## src/rtl/axi_lite_write_master_if.sv

```systemverilog
// AXI4-Lite write channel bundle (AW, W, B) between the DMA write master and its slave.
interface axi_lite_write_master_if;
  logic [31:0] m_awaddr;
  logic        m_awvalid;
  logic        m_awready;
  logic [31:0] m_wdata;
  logic [3:0]  m_wstrb;
  logic        m_wvalid;
  logic        m_wready;
  logic [1:0]  m_bresp;
  logic        m_bvalid;
  logic        m_bready;

  modport master (
    output m_awaddr, m_awvalid, m_wdata, m_wstrb, m_wvalid, m_bready,
    input  m_awready, m_wready, m_bresp, m_bvalid
  );

  modport slave (
    input  m_awaddr, m_awvalid, m_wdata, m_wstrb, m_wvalid, m_bready,
    output m_awready, m_wready, m_bresp, m_bvalid
  );
endinterface

```

## src/rtl/axi_lite_write_master.sv

```systemverilog
// DMA write stage: buffers words from the read stage in a FIFO and drains them as
// single-beat AXI4-Lite writes to consecutive word addresses, one write outstanding.
module axi_lite_write_master #(
  parameter int FIFO_DEPTH = 16,
  parameter int CNT_W      = 16
) (
  input  logic             clk,
  input  logic             rst,
  input  logic             start,
  input  logic [31:0]      dst_addr,
  input  logic [CNT_W-1:0] num_words,
  input  logic             in_valid,
  input  logic [31:0]      in_data,
  output logic             fifo_full,
  output logic             overflow,
  axi_lite_write_master_if.master axi,
  output logic             busy,
  output logic             done,
  output logic             error
);

  localparam int PTR_W = $clog2(FIFO_DEPTH);
  localparam logic [PTR_W:0] FULL_CNT = (PTR_W+1)'(FIFO_DEPTH);

  typedef enum logic [1:0] {IDLE, ISSUE, RESP, DONE} state_t;

  state_t           state_reg;
  logic [31:0]      mem [FIFO_DEPTH];
  logic [PTR_W-1:0] wr_ptr_reg;
  logic [PTR_W-1:0] rd_ptr_reg;
  logic [PTR_W:0]   count_reg;
  logic [31:0]      addr_reg;
  logic [CNT_W-1:0] remaining_reg;
  logic             issued_reg;
  logic             aw_done_reg;
  logic             w_done_reg;

  logic fifo_empty;
  logic hs_aw;
  logic hs_w;
  logic push;
  logic pop;

  assign fifo_full  = (count_reg == FULL_CNT);
  assign fifo_empty = (count_reg == '0);
  assign hs_aw      = axi.m_awvalid & axi.m_awready;
  assign hs_w       = axi.m_wvalid & axi.m_wready;
  assign pop        = hs_w;
  // A pop in the same cycle frees the slot, so a push into a full FIFO is still taken.
  assign push       = in_valid & (~fifo_full | pop);

  assign axi.m_wstrb = 4'hF;

  always_ff @(posedge clk) begin
    if (push) begin
      mem[wr_ptr_reg] <= in_data;
    end
  end

  always_ff @(posedge clk or posedge rst) begin
    if (rst) begin
      wr_ptr_reg <= '0;
      rd_ptr_reg <= '0;
      count_reg  <= '0;
    end else begin
      if (push) wr_ptr_reg <= wr_ptr_reg + PTR_W'(1);
      if (pop)  rd_ptr_reg <= rd_ptr_reg + PTR_W'(1);
      case ({push, pop})
        2'b10:   count_reg <= count_reg + (PTR_W+1)'(1);
        2'b01:   count_reg <= count_reg - (PTR_W+1)'(1);
        default: count_reg <= count_reg;
      endcase
    end
  end

  always_ff @(posedge clk or posedge rst) begin
    if (rst) begin
      state_reg     <= IDLE;
      addr_reg      <= '0;
      remaining_reg <= '0;
      issued_reg    <= 1'b0;
      aw_done_reg   <= 1'b0;
      w_done_reg    <= 1'b0;
      axi.m_awaddr  <= '0;
      axi.m_awvalid <= 1'b0;
      axi.m_wdata   <= '0;
      axi.m_wvalid  <= 1'b0;
      axi.m_bready  <= 1'b0;
      busy          <= 1'b0;
      done          <= 1'b0;
      error         <= 1'b0;
      overflow      <= 1'b0;
    end else begin
      done <= 1'b0;
      case (state_reg)
        IDLE: begin
          if (start) begin
            addr_reg      <= dst_addr & 32'hFFFF_FFFC;
            remaining_reg <= num_words;
            error         <= 1'b0;
            overflow      <= 1'b0;
            busy          <= 1'b1;
            issued_reg    <= 1'b0;
            state_reg     <= (num_words == '0) ? DONE : ISSUE;
          end
        end
        ISSUE: begin
          if (!issued_reg) begin
            // The head is captured here and held until W completes; it only moves on pop.
            if (!fifo_empty) begin
              axi.m_awaddr  <= addr_reg;
              axi.m_wdata   <= mem[rd_ptr_reg];
              axi.m_awvalid <= 1'b1;
              axi.m_wvalid  <= 1'b1;
              issued_reg    <= 1'b1;
            end
          end else begin
            if (hs_aw) begin
              axi.m_awvalid <= 1'b0;
              aw_done_reg   <= 1'b1;
            end
            if (hs_w) begin
              axi.m_wvalid <= 1'b0;
              w_done_reg   <= 1'b1;
            end
            if ((aw_done_reg | hs_aw) && (w_done_reg | hs_w)) begin
              axi.m_bready <= 1'b1;
              issued_reg   <= 1'b0;
              aw_done_reg  <= 1'b0;
              w_done_reg   <= 1'b0;
              state_reg    <= RESP;
            end
          end
        end
        RESP: begin
          if (axi.m_bvalid) begin
            axi.m_bready  <= 1'b0;
            if (axi.m_bresp != 2'b00) error <= 1'b1;
            addr_reg      <= addr_reg + 32'd4;
            remaining_reg <= remaining_reg - CNT_W'(1);
            state_reg     <= (remaining_reg == CNT_W'(1)) ? DONE : ISSUE;
          end
        end
        DONE: begin
          done      <= 1'b1;
          busy      <= 1'b0;
          state_reg <= IDLE;
        end
        default: state_reg <= IDLE;
      endcase
      // Placed last so a drop in the same cycle as an accepted start is still reported.
      if (in_valid && fifo_full && !pop) overflow <= 1'b1;
    end
  end

endmodule

```

## src/flat_wrapper.sv

```systemverilog
// flat-port wrapper written by rule: the top's interface ports become plain ports
module axi_lite_write_master_flat 
#(
  parameter int FIFO_DEPTH = 16,
  parameter int CNT_W      = 16
)
  (clk, rst, start, dst_addr, num_words, in_valid, in_data, fifo_full, overflow, busy, done, error, axi_m_awaddr, axi_m_awvalid, axi_m_wdata, axi_m_wstrb, axi_m_wvalid, axi_m_bready, axi_m_awready, axi_m_wready, axi_m_bresp, axi_m_bvalid);
  axi_lite_write_master_if axi_i ();
  input  logic clk;
  input  logic rst;
  input  logic start;
  input  logic [31:0] dst_addr;
  input  logic [CNT_W-1:0] num_words;
  input  logic in_valid;
  input  logic [31:0] in_data;
  output logic fifo_full;
  output logic overflow;
  output logic busy;
  output logic done;
  output logic error;
  output wire logic [$bits(axi_i.m_awaddr)-1:0] axi_m_awaddr;
  output wire logic [$bits(axi_i.m_awvalid)-1:0] axi_m_awvalid;
  output wire logic [$bits(axi_i.m_wdata)-1:0] axi_m_wdata;
  output wire logic [$bits(axi_i.m_wstrb)-1:0] axi_m_wstrb;
  output wire logic [$bits(axi_i.m_wvalid)-1:0] axi_m_wvalid;
  output wire logic [$bits(axi_i.m_bready)-1:0] axi_m_bready;
  input wire logic [$bits(axi_i.m_awready)-1:0] axi_m_awready;
  input wire logic [$bits(axi_i.m_wready)-1:0] axi_m_wready;
  input wire logic [$bits(axi_i.m_bresp)-1:0] axi_m_bresp;
  input wire logic [$bits(axi_i.m_bvalid)-1:0] axi_m_bvalid;
  assign axi_m_awaddr = axi_i.m_awaddr;
  assign axi_m_awvalid = axi_i.m_awvalid;
  assign axi_m_wdata = axi_i.m_wdata;
  assign axi_m_wstrb = axi_i.m_wstrb;
  assign axi_m_wvalid = axi_i.m_wvalid;
  assign axi_m_bready = axi_i.m_bready;
  assign axi_i.m_awready = axi_m_awready;
  assign axi_i.m_wready = axi_m_wready;
  assign axi_i.m_bresp = axi_m_bresp;
  assign axi_i.m_bvalid = axi_m_bvalid;
  axi_lite_write_master #(.FIFO_DEPTH(FIFO_DEPTH), .CNT_W(CNT_W)) u_core (.clk(clk), .rst(rst), .start(start), .dst_addr(dst_addr), .num_words(num_words), .in_valid(in_valid), .in_data(in_data), .fifo_full(fifo_full), .overflow(overflow), .axi(axi_i), .busy(busy), .done(done), .error(error));
endmodule
```

## config.mk

```make
export PLATFORM = sky130hd
export DESIGN_NAME = axi_lite_write_master_flat
export DESIGN_NICKNAME = d
export VERILOG_FILES = /design/src/rtl/axi_lite_write_master_if.sv /design/src/rtl/axi_lite_write_master.sv /design/src/flat_wrapper.sv
export SDC_FILE = /design/constraint.sdc
export NUM_CORES = 1
export LEC_CHECK = 0
export BUFFER_PORTS_ARGS = -buffer_cell sky130_fd_sc_hd__buf_2
export CAP_MARGIN = 15
export CORE_ASPECT_RATIO = 0.8
export CORE_MARGIN = 1
export CORE_UTILIZATION = 50
export DETAILED_ROUTE_END_ITERATION = 12
export MAX_ROUTING_LAYER = met4
export PLACE_DENSITY = 0.68
export SYNTH_ARGS = -nofsm -noshare
export SYNTH_HDL_FRONTEND = slang
export SYNTH_SLANG_ARGS = --single-unit
```

## constraint.sdc

```tcl
create_clock -name clk -period 4.1 [get_ports clk]
set_input_delay 0.41 -clock clk [delete_from_list [all_inputs] [get_ports clk]]
set_output_delay 0.41 -clock clk [all_outputs]
set_load 0.01 [all_outputs]
```

==> run_results.csv, run 1 <==
group,metric,value,unit
logic_synthesis,yosysMostFrequentCell,"edfxtp_1",
clock_network,tritoncts,"done",
clock_network,clk_path_buf_depth,3,
detailed_routing,viasPerCell,6.11,
worst_hold_path,hold_depth,3,
global_routing,grt_max_degree,82,
logic_synthesis,ys_types,63,
clock_network,path_clk_slew,0.06,ns
worst_setup_path,reg2regPathDepth,5,
worst_setup_path,cp-start-kind,"flop",
logic_synthesis,ys_seq_elements,645,
sta,fin_worst_skew,0.0236,ns
clock_network,cts_buffers,60,
power_and_ir_drop,powerDensity,724,nW/µm²
logic_synthesis,syn_inst,1457,
clock_network,htreeDepth,2,
logic_synthesis,synthTopCellsByArea,"edfxtp_1, dfrtp_1, mux4_2, mux2_2, o22ai_1",
run_status,outcome,"completed",
worst_setup_path,cp_cell_sequence,"nand2_1 > a31oi_1 > nand2_1 > nor2_4 > buf_4",
die,start_util,0.507,
logic_synthesis,yosysTopAreaCell,"edfxtp_1",
logic_synthesis,yosysTopAreaCellShare,0.594,
power_and_ir_drop,ir_drop,663,µV
worst_setup_path,timing.rr.end,"u_core.mem[14][4]",
worst_hold_path,holdCritPathClass,"primary input to flop",
logic_synthesis,synth_commonest_cells,"edfxtp_1, dfrtp_1, mux4_2",
sta,setup_tns,0,ns
power_and_ir_drop,total_leakage_power,0.0101,µW
place,io_buffer_count,156,
sta,finalHoldViolCount,0,
worst_setup_path,worstPathMaxFanout,17,
worst_hold_path,hold_start,"dst_addr[30]",
clock_network,clk_latency,0.64,ns
detailed_routing,drcViolationCount,0,
layout,regMostFlops,"u_core.mem",
worst_setup_path,arrival,3.28,ns
sta,max_freq,339,MHz
clock_network,root_buffer,"clkbuf_16",
sta,fin_crit_sh,0.719,
sta,tightestPinTransition,1.08,ns
worst_setup_path,path_buf_inv,1,
sta,final-setup-viol-count,0,
detailed_routing,wl_per_cell,24.8,µm
logic_synthesis,syn_area_per_cell,17.8,µm²
worst_setup_path,reg2reg_slack,1.15,ns
logic_synthesis,synthFlopType,"edfxtp_1",
sta,slew_headroom,0.270,
detailed_routing,initialDrtViolationCount,1309,
layout,utilization,0.585,
logic_synthesis,yosysSeqAreaShare,0.722,
die,fp.dieW,256,µm
detailed_routing,num_vias,14400,
die,die_area,52700,µm²
detailed_routing,dr.pass1.iters,5,
die,io_pins,165,
die,die_h,206,µm
detailed_routing,antenna_left,0,
place,place_congestion,0.966,
flow_run,drv_cap,0,
detailed_routing,finalWirelength,58500,µm
worst_setup_path,cp-end-kind,"flop",
clock_network,cts_resized,0,
die,rows,74,
global_routing,overflow,0,
worst_setup_path,path_delay_family,"simple AND/OR/NAND/NOR gates",
worst_setup_path,cpPeakStageDelay,0.65,ns
global_routing,grt_pass1_wl,87900,µm
global_routing,antenna_found_initial,2,
layout,fillers,3826,
clock_network,clock-sinks,645,
worst_setup_path,cpMaxStageDelayCell,"nor2_4",
logic_synthesis,async_flop_share,0.206,
worst_setup_path,critical_path_required,4.43,ns
sta,period_needed,2.95,ns
layout,final_nets,1722,
logic_synthesis,synth_area,25900,µm²
logic_synthesis,ys_warn_count,0,
layout,area_growth,15.4,%
logic_synthesis,synth_edf_count,512,
global_routing,grt_pass1_vias,14200,
sta,slew_violations,0,
layout,top_regs,"u_core.mem x512, u_core.axi.m_wdata x32",
sta,rsz0062_at_grt,"false",
worst_hold_path,min_to,"u_core.addr_reg[30]",
worst_setup_path,timing_worst_setup_path_type,"flop to flop",
worst_setup_path,rr_startpoint,"u_core.axi.m_wvalid",
die,core-area,51100,µm²
global_routing,grt_util_all_layers,0.230,
layout,drive_gt1_frac,0.315,
worst_setup_path,cp_common_cell,"nand2_1",
layout,largest_reg_flops,512,
place,dp_hpwl,35300,µm
-- cell usage in the layout (no fill, tap or decap), drive strengths merged, types with 12 or more instances in the layout --
| cell | count |
|---|---|
| a21oi | 73 |
| edfxtp | 512 |
| nor4b | 12 |
| buf | 196 |
| nor4 | 18 |
| nand4 | 14 |
| bufinv | 12 |
| or4 | 16 |
| o21ai | 27 |
| mux4 | 128 |
| o22ai | 77 |
| inv | 18 |
| nand2 | 44 |
| nor3 | 20 |
| mux2 | 67 |
| nand3 | 27 |
| dfrtp | 133 |
| clkbuf | 74 |
| clkinv | 18 |
| nor2 | 39 |
-- where the power goes --
part | total, µW | internal, µW | switching (µW)
Clock | 5980 | 3540 | 2440
Combinational | 6380 | 2980 | 3400
Sequential | 9280 | 8260 | 1020
-- per-stage QoR --
step / setup WS [ns] / instances / hold slack (ns) / cell area (µm²) / power [µW]
after floorplan: 0.108 / 1461 / 0.461 / 25900 / 13600
after global placement: 1.07 / 2241 / 0.477 / 27700 / 15600
after detailed placement: 1.05 / 2241 / 0.478 / 27700 / 15800
after CTS: 1.12 / 2355 / 0.0147 / 29900 / 21800
after global routing: 0.937 / 2358 / 0.0312 / 29900 / 22700
final: 1.15 / 2358 / 0.0488 / 29900 / 21600
-- worst max path at each step --
stage,from,endpoint,slack [ns],cells past startpoint
floorplan,u_core.axi.m_wvalid,u_core.mem[3][0],0.11,4
global placement,axi_m_wready,u_core.mem[10][4],1.07,6
detailed placement,axi_m_wready,u_core.mem[10][2],1.05,6
CTS,u_core.axi.m_wvalid,u_core.mem[10][4],1.12,5
global route,u_core.axi.m_wvalid,u_core.mem[10][4],0.94,5
finish,u_core.axi.m_wvalid,u_core.mem[14][4],1.15,5
-- worst min-delay path, delay by kind of cell --
family                 cells  cell delay [ns]
AND/OR/NAND/NOR            1             0.07
buffers and inverters      1             0.09
AO/OA/AOI/OAI              1             0.06
-- cell families (layout without fill, tap and decap cells) --
group | Yosys count | in the layout | share of synthesized area
flip-flops | 645 | 645 | 0.722
AO/OA/AOI/OAI | 246 | 246 | 0.0592
AND/OR/NAND/NOR | 230 | 230 | 0.0488
multiplexers | 199 | 199 | 0.142
buffers and inverters | 114 | 325 | 0.0183
adder cells (fa/ha/maj) | 12 | 12 | 0.00609
XOR/XNOR | 9 | 9 | 0.00304
other | 2 | 8 | 0.000290
-- area by class of cell --
type,count,area (µm²),area share
sequential,645,18700,0.626
inverter,15,61.3,0.00205
timing repair buffer,197,1240,0.0414
clock buffer,74,1590,0.0533
antenna,2,5.00,0.000167
multi-input combinational,702,6870,0.230
clock inverter,39,556,0.0186
tap,684,856,0.0286
-- repair_timing --
| item | 4_1_cts | 5_1_grt |
|---|---|---|
| setup buffers | 0 | 0 |
| hold buffers | 1 | 0 |
| endpoints found under the hold margin | 65 | 0 |
-- metal layers --
metal,up-vias,wire length [µm],GRT usage
li1,6273,-,-
met1,7508,26000,0.334
met2,541,27400,0.346
met3,83,3850,0.0301
met4,0,1210,0.0629
met5,-,0,-
Note: power is estimated with default switching activity, not from simulation.
==> run 2: changes to the inputs <==
Clock period 4.1 ns to 2.5 ns, I/O delays scaled along.
==> run 2 against run 1 <==
- critical path depth grew 2
- critical path type unchanged
- maximum frequency grew 26%
- total power grew 69%
- non-clock buffer count grew 114
- clock power grew 69%
- highest routed layer unchanged
- register-to-register slack lost 0.99 ns
- wire length grew 3.4%
- worst hold slack lost 0.016 ns
- worst setup slack lost 0.99 ns
- sequential share of layout area shrank 2.9 points
- largest power group unchanged
==> run_results.csv, run 2 (synthesis gave the netlist of run 1 again) <==
group,metric,value,unit
clock_network,clock-sinks,645,
die,start_util,0.507,
sta,period_needed,2.34,ns
layout,area_growth,20.9,%
worst_setup_path,timing_worst_setup_path_type,"flop to flop",
global_routing,grt_util_all_layers,0.237,
sta,fin_crit_sh,0.936,
global_routing,grt_max_degree,65,
worst_setup_path,reg2reg_slack,0.16,ns
detailed_routing,finalWirelength,60500,µm
worst_setup_path,startpoint,"u_core.count_reg[1]",
detailed_routing,viasPerCell,6.03,
clock_network,htreeDepth,2,
worst_setup_path,cp-end-kind,"flop",
clock_network,root_buffer,"clkbuf_16",
sta,rsz0062_at_grt,"false",
layout,regMostFlops,"u_core.mem",
global_routing,overflow,0,
worst_setup_path,timing.rr.end,"u_core.mem[15][22]",
layout,utilization,0.613,
place,dpl_cell_area,28400,µm²
die,io_pins,165,
worst_setup_path,cp_cell_sequence,"nor4_1 > buf_4 > a31oi_2 > nand2_1 > buf_4 > nor2_4 > buf_12",
die,rows,74,
clock_network,path_clk_slew,0.06,ns
worst_setup_path,critical_path_required,2.83,ns
layout,postLayoutCellArea,31300,µm²
layout,final_common_cell,"edfxtp_1",
worst_setup_path,cp_common_cell,"buf_4",
worst_setup_path,critPathCapture,"u_core.mem[15][22]",
worst_hold_path,holdCritPathClass,"primary input to flop",
die,die_area,52700,µm²
worst_setup_path,path_buf_inv,3,
worst_setup_path,worstPathMaxFanout,19,
layout,largest_reg_flops,512,
detailed_routing,antenna_left,0,
die,die_h,206,µm
sta,slew_headroom,0.307,
global_routing,antenna_found_initial,3,
layout,drive_gt1_frac,0.327,
worst_setup_path,path_delay_family,"simple AND/OR/NAND/NOR gates",
worst_setup_path,rr_startpoint,"u_core.count_reg[1]",
clock_network,clk_latency,0.63,ns
global_routing,grt_pass1_vias,15000,
power_and_ir_drop,total_leakage_power,0.0107,µW
sta,final-setup-viol-count,0,
power_and_ir_drop,ir_drop,855,µV
sta,finalHoldViolCount,0,
clock_network,clk_path_buf_depth,3,
sta,fin_worst_skew,0.0251,ns
worst_setup_path,cp-start-kind,"flop",
place,io_buffer_count,156,
worst_setup_path,cpMaxStageDelayCell,"nor2_4",
detailed_routing,drcViolationCount,0,
worst_setup_path,arrival,2.67,ns
power_and_ir_drop,powerDensity,1170,nW/µm²
run_status,outcome,"completed",
worst_setup_path,critical_path_depth,7,
detailed_routing,wl_per_cell,24.4,µm
global_routing,grt_pass1_wl,91100,µm
sta,max_freq,427,MHz
flow_run,drv_cap,0,
detailed_routing,dr.pass1.iters,5,
power_and_ir_drop,p_total,36700,µW
place,dp_hpwl,35900,µm
worst_setup_path,reg2regPathDepth,7,
layout,top_regs,"u_core.mem x512, u_core.axi.m_wdata x32",
sta,tightestPinTransition,1.04,ns
detailed_routing,num_vias,14900,
clock_network,tritoncts,"done",
detailed_routing,initialDrtViolationCount,1482,
die,fp.dieW,256,µm
worst_setup_path,cpPeakStageDelay,0.67,ns
place,place_congestion,0.921,
layout,final-instance-count-excl-fill,2474,
clock_network,cts_resized,0,
sta,hold_ws,0.0324,ns
die,core-area,51100,µm²
layout,mostFrequentLayoutCells,"edfxtp_1, buf_2, dfrtp_1, mux4_2, o22ai_1",
clock_network,cts_buffers,60,
sta,slew_violations,0,
layout,final_nets,1836,
place,dp.cells,2292,
[run 2: cell type report]
cell class                 count  area [µm²]
clock buffer                  74        1600
fill                        3716       19800
clock inverter                40         613
sequential                   645       18700
multi-input combinational    702        6900
antenna                        3        7.51
inverter                      15        60.1
tap                          684         856
timing repair buffer         311        2570
[run 2: through the flow]
stage	setup TNS, ns	setup WS [ns]
2_1_floorplan	-192.26	-0.550
3_3_place_gp	0	0.142
3_5_place_dp	0	0.0996
4_1_cts	0	0.0874
5_1_grt	0	0.0531
6_report	0	0.160
[run 2: worst min path at each step]
| stage | startpoint | to | slack, ns | cells after the start |
|---|---|---|---|---|
| floorplan | in_data[0] | u_core.mem[0][0] | 0.35 | 0 |
| global placement | rst | u_core.axi.m_awaddr[4] | 0.36 | 2 |
| detailed placement | rst | u_core.axi.m_awaddr[3] | 0.37 | 2 |
| CTS | in_data[5] | u_core.mem[0][5] | 0.003 | 1 |
| global route | in_data[5] | u_core.mem[11][5] | 0.02 | 1 |
| finish | in_data[5] | u_core.mem[0][5] | 0.03 | 1 |
[run 2: timing repair]
action,4_1_cts,5_1_grt
hold buffers,65,0
setup buffers,0,0
hold endpoints to repair,520,0
[run 2: worst reg2reg max path, delay by kind of cell, from the launching register on]
family | cells | cell delay, ns
buf+inv | 3 | 0.57
compound gates | 1 | 0.21
simple gates | 3 | 0.85
flops | 1 | 0.41
[run 2: per-layer routing]
metal / vias to the layer above / global-route usage / share of wire
li1: 6527 / - / -
met1: 7784 / 0.339 / 0.44
met2: 531 / 0.363 / 0.48
met3: 87 / 0.0358 / 0.063
met4: 0 / 0.0574 / 0.018
met5: - / - / 0
[run 2: where the power goes]
part	switching, µW	internal [µW]
combinational	6110	5540
clock	4050	6050
sequential	1380	13500
==> run 3: changes to the inputs <==
Settings changed: REMOVE_ABC_BUFFERS set to 1.
==> run 3 against run 2 <==
- flip-flop and latch count stayed put
- global-route usage increased by 0.29 points
- clock skew decreased by 0.012 ns
- first-iteration DRC count up 23%
- sequential power is essentially flat
- maximum frequency is 1.3% lower
- combinational power barely moved
- register-to-register slack got worse by 0.03 ns
- utilization fell by 0.77 points
- critical path type unchanged
- critical endpoint is now u_core.mem[12][28]
==> run_results.csv, run 3 (synthesis gave the netlist of run 1 again) <==
group,metric,value,unit
detailed_routing,dr.pass1.iters,5,
detailed_routing,antenna_left,0,
layout,final_nets,1848,
sta,final-setup-viol-count,0,
place,io_buffer_count,156,
die,die_area,52700,µm²
layout,final_common_cell,"edfxtp_1",
power_and_ir_drop,powerDensity,1150,nW/µm²
global_routing,grt_max_degree,72,
layout,mostFrequentLayoutCells,"edfxtp_1, buf_2, dfrtp_1, mux4_2, o22ai_1",
clock_network,path_clk_slew,0.07,ns
sta,max_freq,422,MHz
layout,largest_reg_flops,512,
sta,tightestPinTransition,1.07,ns
power_and_ir_drop,ir_drop,762,µV
worst_setup_path,timing_worst_setup_path_type,"flop to flop",
sta,rsz0062_at_grt,"true",
flow_run,drv_cap,0,
place,dp.cells,2293,
detailed_routing,num_vias,15100,
worst_setup_path,cp-end-kind,"flop",
worst_setup_path,timing.rr.end,"u_core.mem[12][28]",
die,io_pins,165,
global_routing,grt_util_all_layers,0.240,
worst_setup_path,critical_path_required,2.84,ns
layout,drive_gt1_frac,0.324,
clock_network,clk_path_buf_depth,3,
layout,final-instance-count-excl-fill,2482,
die,die_h,206,µm
die,start_util,0.507,
worst_setup_path,reg2regPathDepth,6,
worst_hold_path,min_to,"u_core.mem[2][6]",
global_routing,grt_pass1_wl,91400,µm
place,dp_hpwl,36200,µm
place,place_congestion,0.889,
detailed_routing,initialDrtViolationCount,1817,
sta,slew_headroom,0.282,
sta,period_needed,2.37,ns
detailed_routing,drcViolationCount,0,
die,core-area,51100,µm²
global_routing,antenna_found_initial,1,
clock_network,clk_latency,0.63,ns
global_routing,grt_pass1_vias,14800,
worst_setup_path,worstPathMaxFanout,27,
worst_hold_path,hold_start,"in_data[6]",
sta,slew_violations,0,
worst_hold_path,holdCritPathClass,"primary input to flop",
clock_network,root_buffer,"clkbuf_16",
global_routing,overflow,0,
sta,hold_ws,0.0332,ns
sta,fin_worst_skew,0.0134,ns
power_and_ir_drop,p_total,35600,µW
detailed_routing,wl_per_cell,25.3,µm
sta,fin_crit_sh,0.948,
layout,fillers,3711,
clock_network,tritoncts,"done",
worst_hold_path,hold_depth,1,
die,rows,74,
worst_setup_path,rr_startpoint,"u_core.count_reg[2]",
clock_network,clock-sinks,645,
detailed_routing,viasPerCell,6.09,
power_and_ir_drop,total_leakage_power,0.0105,µW
run_status,outcome,"completed",
layout,area_growth,19.4,%
worst_setup_path,cp-start-kind,"flop",
worst_setup_path,reg2reg_slack,0.13,ns
clock_network,cts_buffers,61,
layout,top_regs,"u_core.mem x512, u_core.axi.m_wdata x32",
layout,regMostFlops,"u_core.mem",
detailed_routing,finalWirelength,62700,µm
worst_setup_path,arrival,2.72,ns
sta,finalHoldViolCount,0,
die,fp.dieW,256,µm
clock_network,htreeDepth,2,
==> run 3: critical path, cell delays in order (launching register included) <==
cell	delay [ns]
dfrtp_1	0.39
nor4_1	0.09
a31oi_1	0.17
buf_4	0.19
nand2_2	0.13
nor2_4	0.83
buf_4	0.28
==> run 3: layout make-up <==
cell class                 instances  area, µm²  area share
tap                              684        856      0.0277
multi-input combinational        709       6920       0.224
inverter                          15       61.3     0.00198
sequential                       645      18700       0.605
clock inverter                    27        220     0.00712
clock buffer                      86       1690      0.0547
timing repair buffer             315       2460      0.0795
antenna                            1       2.50   0.0000809
==> run 3: timing repair <==
action | in CTS | in global routing
setup buffers | 0 | 3
pin swaps | 5 | 8
resized for setup | 3 | 3
hold endpoints to repair | 494 | 0
hold buffers | 65 | 0
setup endpoints to repair | 23 | 145
cloned | 2 | 5
==> run 3: metal layers <==
layer | vias to the layer above | wire, µm | GRT usage
li1 | 6545 | - | -
met1 | 7825 | 27800 | 0.348
met2 | 636 | 29500 | 0.363
met3 | 97 | 4260 | 0.0340
met4 | 0 | 1130 | 0.0612
met5 | - | 0 | -
==> run 3: worst max path at each step <==
| stage | from | end | slack, ns | cells past startpoint |
|---|---|---|---|---|
| 2_1_floorplan | u_core.rd_ptr_reg[2] | u_core.axi.m_wdata[23] | -3.80 | 4 |
| 3_3_place_gp | u_core.count_reg[2] | u_core.mem[7][13] | 0.02 | 7 |
| 3_5_place_dp | u_core.count_reg[2] | u_core.mem[8][28] | -0.02 | 6 |
| 4_1_cts | u_core.count_reg[2] | u_core.mem[12][17] | -0.006 | 6 |
| 5_1_grt | u_core.count_reg[2] | u_core.mem[12][28] | -0.007 | 6 |
| 6_report | u_core.count_reg[2] | u_core.mem[12][28] | 0.13 | 6 |
==> run 3: report_power, final <==
part	leakage [µW]	switching, µW	internal [µW]
combinational	0.00347	6240	5510
sequential	0.00615	1400	13600
clock	0.000934	3990	4930
==> run 3: through the flow <==
| stage | instance area [µm²] | setup TNS (ns) | utilization | worst slack (ns) |
|---|---|---|---|---|
| 3_3_place_gp | 28200 | 0 | 0.552 | 0.0210 |
| 3_5_place_dp | 28200 | -0.247 | 0.552 | -0.0158 |
| 2_1_floorplan | 25500 | -779.02 | - | -3.80 |
| 6_report | 30900 | 0 | 0.605 | 0.129 |
| 5_1_grt | 30900 | -0.0277 | 0.605 | -0.00671 |
| 4_1_cts | 30800 | -0.0211 | 0.603 | -0.00581 |
